$ cat src/rtl/mem_access_unit.sv
// Load/store unit: aligns requests onto a DATA_W-wide bus, checks alignment and
// size, bounds the wait for mem_ack and returns extended load data.
module mem_access_unit #(
  parameter int unsigned DATA_W  = 32,
  parameter int unsigned ADDR_W  = 32,
  parameter int unsigned TIMEOUT = 255
) (
  input  logic                  clk,
  input  logic                  rst,
  input  logic                  req_valid,
  output logic                  req_ready,
  input  logic                  req_we,
  input  logic [1:0]            req_size,
  input  logic                  req_signed,
  input  logic [ADDR_W-1:0]     req_addr,
  input  logic [DATA_W-1:0]     req_wdata,
  input  logic                  flush,
  output logic                  stall,
  output logic                  resp_valid,
  output logic [DATA_W-1:0]     resp_rdata,
  output logic [1:0]            resp_err,
  output logic [ADDR_W-1:0]     badvaddr,
  output logic                  mem_en,
  output logic [DATA_W/8-1:0]   mem_wen,
  output logic [ADDR_W-1:0]     mem_addr,
  output logic [DATA_W-1:0]     mem_wdata,
  input  logic [DATA_W-1:0]     mem_rdata,
  input  logic                  mem_ack
);

  localparam int unsigned NB    = DATA_W / 8;
  localparam int unsigned OFF_W = $clog2(NB);
  localparam int unsigned TO_W  = $clog2(TIMEOUT + 1);
  localparam int unsigned CNT_W = (TO_W > 10) ? TO_W : 10;

  typedef enum logic [1:0] {IDLE, BUS, RESP} state_t;

  state_t              state, state_nxt;
  logic [ADDR_W-1:0]   addr_q;
  logic [1:0]          size_q;
  logic                we_q;
  logic                sgn_q;
  logic                kill_q;
  logic [CNT_W-1:0]    cnt;
  logic [CNT_W-1:0]    cnt_inc;
  logic                timeout_hit;
  logic                accept;
  logic                size_bad;
  logic                misal;
  logic [2:0]          low_mask;
  logic [NB-1:0]       size_mask;
  logic [NB-1:0]       wen_nxt;
  logic [DATA_W-1:0]   wdata_rep;
  logic [DATA_W-1:0]   shifted;
  logic [DATA_W-1:0]   ext_mask;
  logic                ext_msb;
  logic [DATA_W-1:0]   load_ext;

  assign accept      = (state == IDLE) && req_valid && !flush;
  assign size_bad    = (DATA_W == 32) && (req_size == 2'd3);
  assign misal       = (req_addr[2:0] & low_mask) != 3'b000;
  assign cnt_inc     = cnt + CNT_W'(1);
  assign timeout_hit = (TIMEOUT != 0) && (cnt_inc == CNT_W'(TIMEOUT));

  // State register
  always_ff @(posedge clk or negedge rst) begin
    if (!rst) state <= IDLE;
    else      state <= state_nxt;
  end

  // Next-state logic; a same-cycle ack takes priority over the timeout
  always_comb begin
    state_nxt = state;
    case (state)
      IDLE:    if (accept) state_nxt = (size_bad || misal) ? RESP : BUS;
      BUS:     if (mem_ack || timeout_hit) state_nxt = RESP;
      RESP:    state_nxt = IDLE;
      default: state_nxt = IDLE;
    endcase
  end

  // Handshake outputs decoded from state; stall is held low while in reset
  always_comb begin
    req_ready  = (state == IDLE);
    mem_en     = (state == BUS);
    stall      = rst && (accept || (state == BUS));
    resp_valid = (state == RESP) && !kill_q && !flush;
  end

  // Store formatting: alignment mask, lane strobes and lane-replicated data
  always_comb begin
    low_mask  = 3'b000;
    size_mask = NB'(1);
    wdata_rep = req_wdata;
    case (req_size)
      2'd0: begin
        low_mask  = 3'b000;
        size_mask = NB'(8'h01);
        wdata_rep = {NB{req_wdata[7:0]}};
      end
      2'd1: begin
        low_mask  = 3'b001;
        size_mask = NB'(8'h03);
        wdata_rep = {(NB/2){req_wdata[15:0]}};
      end
      2'd2: begin
        low_mask  = 3'b011;
        size_mask = NB'(8'h0F);
        wdata_rep = {(NB/4){req_wdata[31:0]}};
      end
      default: begin
        low_mask  = 3'b111;
        size_mask = NB'(8'hFF);
        wdata_rep = req_wdata;
      end
    endcase
    wen_nxt = req_we ? (size_mask << req_addr[OFF_W-1:0]) : '0;
  end

  // Load formatting: shift the addressed lanes down, then sign/zero extend
  always_comb begin
    shifted = mem_rdata >> {addr_q[OFF_W-1:0], 3'b000};
    case (size_q)
      2'd0:    begin ext_mask = DATA_W'(64'h0000_0000_0000_00FF); ext_msb = shifted[7];  end
      2'd1:    begin ext_mask = DATA_W'(64'h0000_0000_0000_FFFF); ext_msb = shifted[15]; end
      2'd2:    begin ext_mask = DATA_W'(64'h0000_0000_FFFF_FFFF); ext_msb = shifted[31]; end
      default: begin ext_mask = '1;                                ext_msb = shifted[DATA_W-1]; end
    endcase
    load_ext = (shifted & ext_mask) | ({DATA_W{sgn_q & ext_msb}} & ~ext_mask);
  end

  // Request latch, bus drive, wait counter and response registers
  always_ff @(posedge clk or negedge rst) begin
    if (!rst) begin
      addr_q     <= '0;
      size_q     <= 2'd0;
      we_q       <= 1'b0;
      sgn_q      <= 1'b0;
      kill_q     <= 1'b0;
      cnt        <= '0;
      mem_addr   <= '0;
      mem_wen    <= '0;
      mem_wdata  <= '0;
      resp_rdata <= '0;
      resp_err   <= 2'd0;
      badvaddr   <= '0;
    end else begin
      case (state)
        IDLE: begin
          if (accept) begin
            addr_q <= req_addr;
            size_q <= req_size;
            we_q   <= req_we;
            sgn_q  <= req_signed;
            kill_q <= 1'b0;
            cnt    <= '0;
            if (size_bad) begin
              resp_err   <= 2'd3;
              badvaddr   <= req_addr;
              resp_rdata <= '0;
            end else if (misal) begin
              resp_err   <= 2'd1;
              badvaddr   <= req_addr;
              resp_rdata <= '0;
            end else begin
              mem_addr  <= {req_addr[ADDR_W-1:OFF_W], {OFF_W{1'b0}}};
              mem_wen   <= wen_nxt;
              mem_wdata <= wdata_rep;
            end
          end
        end
        BUS: begin
          cnt <= cnt_inc;
          if (flush) kill_q <= 1'b1;
          if (mem_ack) begin
            resp_err   <= 2'd0;
            badvaddr   <= '0;
            resp_rdata <= we_q ? '0 : load_ext;
          end else if (timeout_hit) begin
            resp_err   <= 2'd2;
            badvaddr   <= addr_q;
            resp_rdata <= '0;
          end
        end
        default: ;
      endcase
    end
  end

endmodule

$ cat config.mk
export PLATFORM = sky130hd
export DESIGN_NAME = mem_access_unit
export DESIGN_NICKNAME = d
export VERILOG_FILES = /design/src/rtl/mem_access_unit.sv
export SDC_FILE = /design/constraint.sdc
export NUM_CORES = 1
export LEC_CHECK = 0
export ABC_AREA = 1
export BUFFER_PORTS_ARGS = -buffer_cell sky130_fd_sc_hd__buf_2
export CAP_MARGIN = 20
export CORE_ASPECT_RATIO = 1.5
export CORE_UTILIZATION = 52
export CTS_BUF_LIST = sky130_fd_sc_hd__clkbuf_16
export DETAILED_ROUTE_END_ITERATION = 12
export PLACE_DENSITY_LB_ADDON = 0.2
export SYNTH_ARGS = -nofsm -noshare
export SYNTH_HDL_FRONTEND = slang
export SYNTH_SLANG_ARGS = --single-unit
$ cat constraint.sdc
create_clock -name clk -period 2.1 [get_ports clk]
set_input_delay 0.21 -clock clk [delete_from_list [all_inputs] [get_ports clk]]
set_output_delay 0.21 -clock clk [all_outputs]
set_load 0.02 [all_outputs]
== Word level (Yosys, flattened, before mapping) ==
Index checks and enable logic that the tools add are counted.
Storage, ports and cells
  output and inout bits: 138
  logic and storage cells: 91
  input bits: 105
  flip-flop bits (word level): 181
Operators by class
  muxes and demuxes: 34
  reductions and logical operators: 21
  add/sub/neg operators: 1
  equality and inequality tests: 12
  shift-type cells: 2
  bitwise operators: 8
Operators by type and width (number)
  $mux W32: 11
  $pmux W32 S2: 4
  $and A32 B32 Y32: 2
  $not A32 Y32: 1
  $or A32 B32 Y32: 1
  $shr A32 B5 Y32: 1
  $pmux W10 S2: 1
  $mux W2: 8
  $add A10 B1 Y10 const B: 1
  $eq A10 B8 Y1 const B: 1
  $mux W10: 1
  $pmux W3 S3: 1
  $pmux W2 S2: 2
  $pmux W4 S2: 1
  $reduce_and A4 Y1: 2
  $eq A2 B1 Y1 const B: 3
  $eq A2 B2 Y1 const B: 3
  $logic_not A2 Y1: 3
  $ne A3 B1 Y1 const B: 2
  $reduce_and A2 Y1: 3
  $logic_and A1 B1 Y1: 5
  $mux W4: 1
  $ne A2 B1 Y1 const B: 2
  $pmux W1 S2: 2
  other kinds (11): 16

== Depth between registers and ports, before layout ==
  depth after elaboration: 8
  gate-level depth with buffers: 15
  gate-level depth less buffers: 12

== Least setup slack after synthesis ==
Ideal clock, no wire load.
  path kind: flip-flop to flip-flop
  start: reg cnt[1]
  end: reg resp_rdata[8]
  stages on the path, launching flop included: 15
  setup time: 0.120 ns
  path buffers: 2
  period minus slack after synthesis: 1.853 ns
  arrival: 1.732 ns
  slack: 0.247 ns
  cells stage by stage: dfrtp_1 ha_1 nand3_1 nor2_1 nand3_1 nand2_1 nand2_1 inv_1 nand3_1 nand2_4 nand2_2 buf_6 buf_6 nand2_1 nand2_1
On the way
  word-level cells in the longest chain between the ends: 4
Ends and longest elaborated chain
  start, declared: line 44  | logic [CNT_W-1:0] cnt;
  start signal, assigned: line 173  | cnt <= cnt_inc;
  $add A10 B1 Y10: line 62  | assign cnt_inc = cnt + CNT_W'(1);
  $eq A10 B8 Y1: line 63  | assign timeout_hit = (TIMEOUT != 0) && (cnt_inc == CNT_W'(TIMEOUT));
  $ne A3 B1 Y1 (no line)
  $reduce_and A4 Y1 (no line)
  end signal, assigned: line 178  | resp_rdata <= we_q ? '0 : load_ext;
  end, declared: line 20  | output logic [DATA_W-1:0] resp_rdata,
No other way between the ends.
A chain may end at the register's enable or synchronous reset.

== Final worst setup path ==
  start: reg cnt[0]
  end: reg badvaddr[23]
On the way
  word-level cells in the longest chain between the ends: 4
Ends and longest elaborated chain
  $add A10 B1 Y10: line 62
  $eq A10 B8 Y1: line 63
  $ne A3 B1 Y1 (no line)
  $reduce_and A4 Y1 (no line)
  end signal, assigned: line 159  | badvaddr <= req_addr;
  end signal, assigned: line 163  | badvaddr <= req_addr;
  end signal, assigned: line 181  | badvaddr <= addr_q;
  end, declared: line 22  | output logic [ADDR_W-1:0] badvaddr,
No other way between the ends.

==> impl_results.rst <==
.. list-table::
   :header-rows: 1

   * - Metric
     - Value
   * - Leakage power total
     - between 5 and 6 nW
   * - Count of buffers from port buffering
     - 240
   * - Synthesized instance count
     - about 1000
   * - Commonest non-fill, non-tap cell in the layout
     - sky130_fd_sc_hd__nand2_1
   * - Layout Area Growth over Synthesis
     - 25.2%
   * - Tightest Hold Check Type
     - primary input to register
   * - EDFF count, synth
     - 0
   * - Estimated wirelength of the detail-placed design
     - about 16000 µm
   * - # IOs
     - 243
   * - Worst rel slew slack
     - 58.1%
   * - Highest net fanout along the worst path
     - 23
   * - Slew at the pin with the worst max-slew slack
     - around 0.63 ns
   * - Die outline area
     - roughly 16000 µm²
   * - TritonCTS Buffers
     - 17
   * - Asr flop ratio synth
     - between 90% and 100%
   * - Clock tree from TritonCTS
     - done
   * - Clk Tree Root Cell
     - sky130_fd_sc_hd__clkbuf_16
   * - Largest buffer count on any clock path
     - 2
   * - Synth unique cells
     - 29
   * - Crit path launch type
     - register
   * - RSZ-0062 raised after global routing
     - no
   * - Portion of netlist area occupied by mux cells
     - 0.845%
   * - TritonRoute pass-1 iters
     - 5
   * - Synth Area in Compound Gates
     - roughly an eighth
   * - Core area
     - about 16000 µm²
   * - Weighted congestion reported at the end of routability-driven placement
     - between 0.9 and 1
   * - Number of remaining DRC errors
     - 0
   * - Setup tns final
     - 0 ns
   * - Worst setup EP type
     - register
   * - Die Y
     - between 150 and 200 µm
   * - Number of nets in the final layout
     - 1370
   * - Vias per inst
     - 5.23
   * - Synthesis warning total
     - 0
   * - Total via count in the routed design
     - about 7700
   * - Most frequent cells in the layout
     - sky130_fd_sc_hd__nand2_1 (395), sky130_fd_sc_hd__buf_2 (239), sky130_fd_sc_hd__dfrtp_1 (180)
   * - Main combinational cell family by area after synthesis
     - simple AND/OR/NAND/NOR gates
   * - # Post-CTS Setup Buffers
     - 0
   * - Proportion of layout cells with a drive suffix above 1
     - between 20% and 30%
   * - Average size of a mapped cell
     - between 8 and 9 µm²
   * - FF+latch count, synth
     - 181
   * - Max Clock Skew
     - 0.00990 ns
   * - Largest net degree at the start of global routing
     - 73
   * - Post-synthesis simple-gate area fraction
     - 25.1%
   * - Slowest cell on the critical path
     - sky130_fd_sc_hd__dfrtp_1
   * - Average detailed-routed wire length per instance
     - 15.0 µm
   * - Sequential cell area fraction in the yosys report
     - 54.6%
   * - Overall routed net length
     - ~22000 µm
   * - Power Density
     - approximately 1200 nW/µm²
   * - Clock transition time at the flip-flop clock pins of the worst setup and hold paths
     - roughly 0.070 ns
   * - Data arrival time of the critical path
     - between 2 and 2.5 ns
   * - Post-layout util
     - 66.4%
   * - Hold Fails Final Rpt
     - 0
   * - # Max-Cap Violations
     - 0
   * - Xor and xnor fraction of the mapped netlist area
     - 0%
   * - Antenna violations before repair
     - 0
   * - Cell count after placement
     - between 1000 and 1500
   * - Via count of the first global-routing pass
     - 7351
   * - Starting Density
     - around 53%
   * - Width of the die
     - 105 µm
   * - Outcome
     - completed
   * - Antenna cell count
     - 0
   * - Cell breakdown of the critical path
     - ha_2, nand3_1, nor2_2, nand3_1, nand2_1, nand2_1, inv_1, nand3_1, nand2_4, nand2_2, buf_4, nand2_1, nand2_1
   * - Wire length of the first global-routing pass
     - between 30000 and 40000 µm
   * - Number of levels the H-tree was split into
     - 4
   * - Data required time at the worst endpoint
     - 2.40 ns
   * - Number of filler cells placed in the layout
     - about 1400
   * - Number of buffer and inverter stages on the critical path
     - 2
   * - TritonCTS sink count
     - roughly 180
   * - Delay-heaviest family, CP
     - simple AND/OR/NAND/NOR gates
   * - Total Routing Usage GR
     - between 20 and 30%
   * - Layout Cells excl Fill
     - 1479
   * - Cell seen most often among critical-path stages
     - sky130_fd_sc_hd__nand2_1
   * - Initial DRC count
     - 487
   * - Core Rows
     - 56
   * - Crit path time final
     - approximately 1.9 ns
   * - Worst vdd ir
     - between 0.7 and 0.8 mV
   * - Synth Flop Type
     - sky130_fd_sc_hd__dfrtp_1
   * - Worst setup path category
     - register to register
   * - Final global-route overflow total
     - 0
   * - Achievable Freq
     - between 0.5 and 0.6 GHz
   * - Highest cell delay on the worst timing path
     - around 0.35 ns
   * - Clock latency reported for the late side of the worst-skew pair
     - around 0.42 ns
   * - Max Slew Vio Count
     - 0
   * - Tcrit/Tclk final
     - approximately 92%
   * - Number of setup violations in the final report
     - 0
   * - Antenna Nets Post-Route
     - 0
   * - Synthesized area
     - slightly above 8000 µm²
   * - Adder-Cell Fraction of Synth Area
     - less than 1%
[where the power goes]
group          internal (mW)  switching, mW  total (mW)
logic                   1.44           2.92        4.36
clock network           1.81           1.49        3.30
registers               4.57          0.650        5.22
[cells in the mapped netlist (2+ instances only)]
library cell                 n  share of area (%)
sky130_fd_sc_hd__nand4_1     5               0.38
sky130_fd_sc_hd__ha_1        2               0.30
sky130_fd_sc_hd__nand3_1    84                5.1
sky130_fd_sc_hd__dfrtp_1   181                 55
sky130_fd_sc_hd__buf_2      16               0.97
sky130_fd_sc_hd__o31ai_1     3               0.27
sky130_fd_sc_hd__o22ai_1     7               0.53
sky130_fd_sc_hd__nand2_1   396                 18
sky130_fd_sc_hd__a31oi_1     8               0.60
sky130_fd_sc_hd__o21ai_1     2               0.12
sky130_fd_sc_hd__o21ai_0   153                9.2
sky130_fd_sc_hd__nand2_2     3               0.23
sky130_fd_sc_hd__inv_1      58                2.6
sky130_fd_sc_hd__inv_2       6               0.27
sky130_fd_sc_hd__mux2i_1     7               0.84
sky130_fd_sc_hd__buf_6       4               0.54
sky130_fd_sc_hd__nor2_1     23                1.0
sky130_fd_sc_hd__buf_4       3               0.27
sky130_fd_sc_hd__a21oi_1    25                1.5
sky130_fd_sc_hd__buf_1       4               0.18
sky130_fd_sc_hd__clkbuf_1   38                1.7
[metal layers]
layer  vias up  wire [µm]  global-route usage [%]
li1       3795          -                       -
met1      3618       9140                    35.3
met2       281      11100                    47.5
met3        37       1310                    5.08
met4         0        534                    9.93
met5         -          0                       0
[layout make-up]
type	instances	area [µm²]	share of cell area [%]
flip-flops and latches	181	4530	43.6
clock buffers	17	425	4.10
well taps	203	254	2.45
clock inverters	15	183	1.76
repair buffers	272	1500	14.4
inverters	64	240	2.31
multi-input cells	727	3250	31.3
[path summary, 6_finish.rpt]
kind                                start             end  slack (ns)  cells past startpoint
setup / recovery                   cnt[0]    badvaddr[23]        0.18                     13
hold / removal                 req_signed           sgn_q        0.02                      3
setup reg to reg                   cnt[0]    badvaddr[23]        0.18                     13
hold reg to reg            resp_rdata[27]  resp_rdata[27]        0.47                      2
max in group asynchronous             rst       addr_q[8]        1.07                      3
min in group asynchronous             rst          cnt[1]        0.25                      2
[state kept, by name, indices dropped and copies added (netlist names)]
register and count:
mem_wen 4, resp_rdata 32, kill_q 1, sgn_q 1
addr_q 32, cnt 10, mem_wdata 32, we_q 1
state 2, badvaddr 32, mem_addr 30, size_q 2
resp_err 2
[worst min-delay path: cells and delay by family]
kind	cells	cell delay, ns
simple gates	2	0.10
buf+inv	1	0.08
[stage by stage]
stage          area, µm²  hold slack (ns)  power, mW  setup slack (ns)
2_1_floorplan       8300          -0.0856       7.92             0.247
3_3_place_gp        9740            0.134       9.55             0.167
3_5_place_dp        9740            0.133       9.65             0.130
4_1_cts            10400           0.0154       13.0             0.108
5_1_grt            10400           0.0307       13.7          0.000308
6_report           10400           0.0226       12.9             0.178
[logic make-up (layout without fill, tap and decap cells)]
group,Yosys count,count (layout)
buf+inv,129,368
other cells,1,2
fa+ha+maj,2,2
flops,181,181
compound gates,200,200
simple gates,516,516
mux,7,7
[timing repair]
item,4_1_cts,5_1_grt
gates resized for setup,0,7
endpoints found under the setup margin,0,63
hold buffers,1,0
endpoints found under the hold margin,30,0
Note: power is estimated with default switching activity, not from simulation.
